**config.mk**
```make
export PLATFORM = sky130hd
export DESIGN_NAME = instr_mem_loader
export DESIGN_NICKNAME = d
export VERILOG_FILES = /design/src/rtl/instr_mem_loader.sv
export SDC_FILE = /design/constraint.sdc
export NUM_CORES = 1
export LEC_CHECK = 0
export CORE_MARGIN = 2
export CORE_UTILIZATION = 50
export CTS_CLUSTER_SIZE = 24
export DETAILED_ROUTE_END_ITERATION = 8
export GPL_ROUTABILITY_DRIVEN = 0
export PLACE_DENSITY = 0.75
export SYNTH_ARGS = -nofsm -noshare
export SYNTH_HDL_FRONTEND = slang
export SYNTH_SLANG_ARGS = --single-unit
```
**constraint.sdc**
```tcl
create_clock -name i_clk -period 3.9 [get_ports i_clk]
set_input_delay 0.78 -clock i_clk [delete_from_list [all_inputs] [get_ports i_clk]]
set_output_delay 0.78 -clock i_clk [all_outputs]
set_load 0.01 [all_outputs]
```
**src/rtl/instr_mem_loader.sv**
```systemverilog
// ============================================================================
// Module      : instr_mem_loader
// Description : Assembles big-endian instruction words from a UART byte stream
//               and writes them into instruction memory until HALT or overflow.
// Revision    : 1.0 - initial release
// ============================================================================
`default_nettype none

module instr_mem_loader #(
    parameter int               NBITS     = 32,
    parameter int               NBYTE     = 8,
    parameter int               CELDAS    = 60,
    parameter logic [NBITS-1:0] HALT_WORD = 32'hFFFF_FFFF
) (
    input  logic             i_clk,
    input  logic             i_reset_n,
    input  logic             i_start,
    input  logic             i_rx_done,
    input  logic [NBYTE-1:0] i_rx_data,
    output logic             o_wr_en,
    output logic [NBITS-1:0] o_wr_addr,
    output logic [NBITS-1:0] o_wr_data,
    output logic             o_busy,
    output logic             o_done,
    output logic             o_error,
    output logic [NBITS-1:0] o_word_count
);

    localparam int               C_BPW       = NBITS / NBYTE;
    localparam int               C_CNTW      = (C_BPW > 1) ? $clog2(C_BPW) : 1;
    localparam logic [C_CNTW-1:0] C_LAST_BYTE = C_CNTW'(C_BPW - 1);
    localparam logic [C_CNTW-1:0] C_CNT_ONE   = C_CNTW'(1);
    localparam logic [NBITS-1:0] C_CELDAS    = NBITS'(CELDAS);
    localparam logic [NBITS-1:0] C_ADDR_STEP = NBITS'(4);
    localparam logic [NBITS-1:0] C_ONE       = NBITS'(1);

    typedef enum logic [2:0] {
        S_IDLE  = 3'd0,
        S_LOAD  = 3'd1,
        S_WRITE = 3'd2,
        S_DONE  = 3'd3,
        S_ERROR = 3'd4
    } state_t;

    state_t             r_state;
    logic [NBITS-1:0]   r_word;
    logic [C_CNTW-1:0]  r_byte_cnt;
    logic [NBITS-1:0]   r_addr;
    logic               r_wr_en;
    logic [NBITS-1:0]   r_wr_addr;
    logic [NBITS-1:0]   r_wr_data;
    logic               r_busy;
    logic               r_done;
    logic               r_error;
    logic [NBITS-1:0]   r_word_count;

    logic [NBITS-1:0]   w_word_next;
    logic [NBITS-1:0]   w_addr_next;

    // First byte of a word ends up in the MSB after all shifts.
    assign w_word_next = {r_word[NBITS-NBYTE-1:0], i_rx_data};
    assign w_addr_next = r_addr + C_ADDR_STEP;

    always_ff @(posedge i_clk or negedge i_reset_n) begin
        if (!i_reset_n) begin
            r_state      <= S_IDLE;
            r_word       <= '0;
            r_byte_cnt   <= '0;
            r_addr       <= '0;
            r_wr_en      <= 1'b0;
            r_wr_addr    <= '0;
            r_wr_data    <= '0;
            r_busy       <= 1'b0;
            r_done       <= 1'b0;
            r_error      <= 1'b0;
            r_word_count <= '0;
        end else begin
            r_wr_en <= 1'b0;
            if (i_start) begin
                // Restart from any state; a simultaneous byte is discarded.
                r_state      <= S_LOAD;
                r_word       <= '0;
                r_byte_cnt   <= '0;
                r_addr       <= '0;
                r_word_count <= '0;
                r_busy       <= 1'b1;
                r_done       <= 1'b0;
                r_error      <= 1'b0;
            end else begin
                case (r_state)
                    S_LOAD: begin
                        if (i_rx_done) begin
                            r_word <= w_word_next;
                            if (r_byte_cnt == C_LAST_BYTE) begin
                                r_byte_cnt   <= '0;
                                r_state      <= S_WRITE;
                                r_wr_en      <= 1'b1;
                                r_wr_addr    <= r_addr;
                                r_wr_data    <= w_word_next;
                                r_word_count <= r_word_count + C_ONE;
                            end else begin
                                r_byte_cnt <= r_byte_cnt + C_CNT_ONE;
                            end
                        end
                    end
                    S_WRITE: begin
                        // A byte arriving now is the first byte of the next word.
                        if (i_rx_done) begin
                            r_word     <= w_word_next;
                            r_byte_cnt <= C_CNT_ONE;
                        end
                        if (r_word == HALT_WORD) begin
                            r_state <= S_DONE;
                            r_busy  <= 1'b0;
                            r_done  <= 1'b1;
                        end else if (w_addr_next >= C_CELDAS) begin
                            r_state <= S_ERROR;
                            r_busy  <= 1'b0;
                            r_error <= 1'b1;
                        end else begin
                            r_addr  <= w_addr_next;
                            r_state <= S_LOAD;
                        end
                    end
                    default: begin
                    end
                endcase
            end
        end
    end

    assign o_wr_en      = r_wr_en;
    assign o_wr_addr    = r_wr_addr;
    assign o_wr_data    = r_wr_data;
    assign o_busy       = r_busy;
    assign o_done       = r_done;
    assign o_error      = r_error;
    assign o_word_count = r_word_count;

endmodule

`default_nettype wire

```
==> impl_metrics.csv, run 1 <==
group,metric,value,unit
cells_and_area,synthToLayoutAreaGrowth,24.2,%
sta,holdWs,392,ps
die,initial_core_util,0.511,
grt,grt.total_usage,0.222,
place,place_ws,381,ps
sta,tightest_slew,1090,ps
power,vdd_drop_max,282,uV
detailed_routing,num_vias,5765,
sta,finalSetupViolCount,0,
cells_and_area,utilization,0.634,
sta,rsz0062_at_grt,"no",
sta,fmax,0.287,GHz
setup_path,timing.rr.start,"r_addr[3]",
setup_path,end_kind,"flop",
sta,final.setup.tns,0,ps
setup_path,r2r-end,"r_addr[27]",
clock_network,clock_path_buffers,2,
clock_network,post_cts_resized,0,
synthesis,syn_area_per_cell,9.74,sq um
cells_and_area,final_common_cell,"nand2_1",
sta,setup_slack,420,ps
cells_and_area,layout_common_cells,"201 x nand2_1, 165 x dfrtp_1, 107 x clkdlybuf4s50_1",
grt,grt_pass1_wl,28700,um
setup_path,required,4200,ps
clock_network,cts-root-buf,"clkbuf_16",
sta,drv_slew,0,
detailed_routing,ant_nets,0,
power,leakagePower,4.05,nW
clock_network,clk_pin_slew_worst_paths,60,ps
clock_network,cts_tree,"done",
detailed_routing,wl,16900,um
synthesis,netlist_area,0.00739,sq mm
die,core,0.0145,sq mm
detailed_routing,drt_iter0_drc,508,
clock_network,cts_htree_levels,4,
sta,clock_skew,9.55,ps
setup_path,setup.worst_path.start_class,"flop",
die,die_y,126,um
clock_network,clock_latency,420,ps
sta,period_share,0.892,
cells_and_area,nets,872,
grt,antenna_found_initial,0,
die,fp-row-count,44,
sta,layout_min_cycle_time,3480,ps
setup_path,crit_arrival,3780,ps
setup_path,rrSetupSlack,420,ps
grt,grt_overflow,0,
detailed_routing,drt-pass1-iter-count,5,
sta,slew-limit-headroom,0.268,
grt,grt_pass1_vias,5832,
cells_and_area,final_layout_size_suffix_gt1_frac,0.0933,
die,dieArea,0.0158,sq mm
clock_network,cts.sinks,165,
setup_path,worstSetupPathType,"flop to flop",
place,hpwl,11200,um
die,die_x,126,um
cells_and_area,final_area,0.00919,sq mm
die,num_io_pins,112,
clock_network,numCtsBuffers,17,
power,power_density,396,mW/mm^2
synthesis,synth_cell_types,56,
clock_network,postCtsSetupBuffers,0,
setup_path,crit_fanout,13,
synthesis,synth-edff-count,0,
synthesis,synthFlopType,"dfrtp_1",
place,io_buffers,109,
min_path,hold_path.class,"input pin to async pin",
setup_path,reg2reg_depth,10,
cells_and_area,num_antenna_cells,0,
sta,hold_violations,0,
synthesis,synth-seq-cells,165,
synthesis,syn-instance-count,759,
status,status,"finished, final reports clean",
detailed_routing,viasPerCell,5.48,
grt,grt_max_degree,84,
detailed_routing,drc,0,
synthesis,async_flop_share,1.00,
synthesis,seq_area_frac_synth,0.558,
synthesis,ys_warn_count,0,
job,maxCapViolCount,0,
detailed_routing,drt-wirelength-per-cell,16.1,um
place,dpl-instance-area,0.00860,sq mm
clock_network,postCtsHoldBufs,0,
[how the worst max path moves through the flow]
stage | start | to | cells after the start
after floorplan | r_addr[3] | r_addr[20] | 10
after global placement | i_rx_done | o_word_count[29] | 9
after detailed placement | i_rx_done | o_word_count[31] | 9
after CTS | r_addr[3] | r_addr[27] | 10
after global routing | r_addr[3] | r_addr[27] | 10
final | r_addr[3] | r_addr[27] | 10
[worst max-delay path, stage by stage, from the launching register on]
cell	delay, ps
dfrtp_1	480
ha_1	350
and4_1	330
nand3_1	190
nor4_1	380
o32ai_1	140
or4_4	600
nor3_4	330
nor2_2	160
buf_4	250
and2_1	160
[report_power, final]
part	total (mW)	internal [mW]	leakage [nW]	switching (mW)
Sequential	1.77	1.75	2.28	0.0257
Clock	1.68	0.970	0.279	0.708
Combinational	0.189	0.0778	1.49	0.112
[per-layer routing]
layer,vias up,share of wire,GRT usage
met5,-,0,0
met4,0,0.020,0.0804
met3,26,0.047,0.0407
met2,175,0.47,0.354
met1,2814,0.46,0.306
li1,2750,-,-
[final cells by class]
type / instances / area [sq um]
Multi-Input combinational cell: 540 / 3030
Tap cell: 184 / 230
Timing Repair Buffer: 115 / 1140
Clock inverter: 13 / 146
Clock buffer: 19 / 443
Sequential cell: 165 / 4130
Fill cell: 1197 / 5290
Inverter: 16 / 60.1
[cell usage after synthesis, types with 3 or more instances]
cell,count,area (sq um)
and2_1,21,131
buf_2,5,25.0
nor2_1,45,169
clkbuf_1,22,82.6
o31ai_1,3,22.5
dfrtp_1,165,4130
a21oi_1,44,220
or3_1,4,25.0
nand2_1,201,754
buf_1,7,26.3
a311oi_1,5,43.8
inv_1,15,56.3
and3_1,8,50.1
nand2b_1,5,31.3
nor2b_1,3,18.8
nor4_1,13,81.3
nor3_1,14,70.1
xor2_1,19,166
and2_4,5,43.8
ha_1,5,62.6
buf_4,3,22.5
o21ai_0,15,75.1
nand3_1,28,140
nand4_1,18,113
and4_1,7,61.3
xnor2_1,15,131
mux2_2,25,282
[through the flow]
step,power (mW),std cells
after global routing,3.77,1052
after global placement,1.99,1020
final,3.64,1052
after detailed placement,2.00,1020
after CTS,3.67,1052
after floorplan,1.88,760
[state kept, by name (all words and copies together) (netlist names)]
signal,count
r_addr,30
r_state,3
r_word,32
o_busy,1
o_wr_addr,30
o_error,1
o_done,1
o_wr_en,1
r_byte_cnt,2
o_word_count,32
o_wr_data,32
[cells by family after synthesis]
family                     synth area share
xor gates and xnor gates             0.0403
buffers and inverters                0.0323
and+or+nand+nor                       0.247
DFF                                   0.558
muxes                                0.0410
other                              0.000507
AOI/OAI and AO/OA                    0.0709
adders and majority gates           0.00982
No activity file was read; power rests on OpenSTA's default activity.
==> run 2, diff against run 1 <==
- SKIP_LAST_GASP: not set -> 1
==> results of run 2 <==
Final layout, timing and power as in run 1 (identical DEF).
==> run 3, diff against run 2 <==
- CORE_ASPECT_RATIO: not set -> 1.25
==> run 3 against run 2 <==
Compared with the run above:
- design area grew 0.78%
- sequential share of layout area down 0.35 points
- non-clock buffer count grew 2
- total power increased by 4.8%
- final cell count decreased by 0.48%
- hold slack worse by 130 ps
- count of clock-buffer cells in the layout is the same
- die area hardly changed
- largest cell class unchanged
==> impl_metrics.csv, run 3 (synthesis gave the netlist of run 1 again) <==
group,metric,value,unit
clock_network,clk_pin_slew_worst_paths,60,ps
clock_network,postCtsSetupBuffers,0,
grt,grt_pass1_wl,29900,um
die,die_y,140,um
setup_path,cp_slowest_cell,"nor2_2",
power,power_density,412,mW/mm^2
power,leakagePower,4.10,nW
clock_network,cts.sinks,165,
die,initial_core_util,0.513,
power,power.total,3.82,mW
clock_network,clock_path_buffers,2,
sta,tightest_slew,1120,ps
detailed_routing,drt-pass1-iter-count,5,
grt,grt_pass1_vias,5882,
sta,final.setup.tns,0,ps
setup_path,path_cells,"ha_1 > and4_1 > nand3_1 > nor3_1 > mux2_2 > o22ai_2 > nor3_4 > nor2_2 > and2_4",
setup_path,worstSetupPathType,"flop to flop",
sta,hold_violations,0,
die,dieArea,0.0158,sq mm
clock_network,cts_htree_levels,4,
place,hpwl,11700,um
detailed_routing,drt-wirelength-per-cell,16.7,um
detailed_routing,wl,17500,um
sta,setup_slack,569,ps
die,die_x,113,um
grt,grt_overflow,0,
setup_path,required,4270,ps
sta,rsz0062_at_grt,"no",
sta,fmax,0.300,GHz
setup_path,crit_fanout,23,
sta,layout_min_cycle_time,3330,ps
cells_and_area,final_layout_size_suffix_gt1_frac,0.0955,
clock_network,clock_latency,430,ps
sta,finalSetupViolCount,0,
sta,period_share,0.854,
clock_network,numCtsBuffers,17,
cells_and_area,final_cells,1047,
setup_path,critPathMaxStageDelay,570,ps
clock_network,post_cts_resized,0,
cells_and_area,synthToLayoutAreaGrowth,25.2,%
clock_network,postCtsHoldBufs,0,
setup_path,critPathBufInv,0,
grt,grt_max_degree,124,
min_path,hold_path.class,"input pin to async pin",
setup_path,setup.worst_path.start_class,"flop",
detailed_routing,drc,0,
place,place_ws,438,ps
detailed_routing,drt_iter0_drc,422,
cells_and_area,utilization,0.642,
place,io_buffers,109,
grt,antenna_found_initial,0,
detailed_routing,viasPerCell,5.62,
status,status,"finished, final reports clean",
die,fp-row-count,49,
cells_and_area,num_antenna_cells,0,
setup_path,end_kind,"flop",
sta,slew-limit-headroom,0.254,
place,placed_cells,1016,
cells_and_area,nets,874,
cells_and_area,final_common_cell,"nand2_1",
clock_network,cts_tree,"done",
die,num_io_pins,112,
grt,grt.total_usage,0.235,
sta,drv_slew,0,
detailed_routing,num_vias,5882,
detailed_routing,ant_nets,0,
die,core,0.0144,sq mm
setup_path,cpLargestDelayFamily,"simple AND/OR/NAND/NOR gates",
sta,clock_skew,7.14,ps
power,vdd_drop_max,376,uV
cells_and_area,layout_common_cells,"201 x nand2_1, 165 x dfrtp_1, 107 x clkdlybuf4s50_1",
clock_network,cts-root-buf,"clkbuf_16",
setup_path,crit_arrival,3700,ps
job,maxCapViolCount,0,
-- run 3: path summary, 6_finish.rpt --
kind | start | end | slack, ps | cells past startpoint
hold reg to reg | o_wr_addr[14] | o_wr_addr[14] | 470 | 2
max in group asynchronous | i_reset_n | r_addr[18] | 2650 | 2
min in group i_clk | o_wr_addr[14] | o_wr_addr[14] | 470 | 2
hold / removal | i_reset_n | o_wr_addr[17] | 260 | 1
setup reg to reg | r_addr[3] | r_addr[26] | 570 | 9
setup / recovery | r_addr[3] | r_addr[26] | 570 | 9
-- run 3: through the flow --
step	cell area [sq um]	hold slack (ps)
2_1_floorplan	7400	482
3_3_place_gp	8600	457
3_5_place_dp	8600	461
4_1_cts	9260	267
5_1_grt	9260	281
6_report	9260	261
-- run 3: report_power, final --
group          switching, mW  internal, mW  total [mW]
clock network          0.680          1.17        1.85
logic                  0.114        0.0774       0.192
registers             0.0300          1.75        1.78
total                  0.824          2.99        3.82
-- run 3: layout make-up --
type                       instances  area (sq um)
sequential                       165          4130
inverter                          16          60.1
fill                            1146          5150
clock buffer                      19           453
multi-input combinational        540          3030
clock inverter                    12           200
timing repair buffer             117          1160
tap                              178           223
-- run 3: layer usage --
layer | track usage | part of all wire | vias up | wire, um
li1 | - | - | 2753 | -
met1 | 0.312 | 0.42 | 2879 | 7350
met2 | 0.380 | 0.50 | 217 | 8640
met3 | 0.0614 | 0.065 | 33 | 1140
met4 | 0.0770 | 0.019 | 0 | 324
met5 | 0 | 0 | - | 0
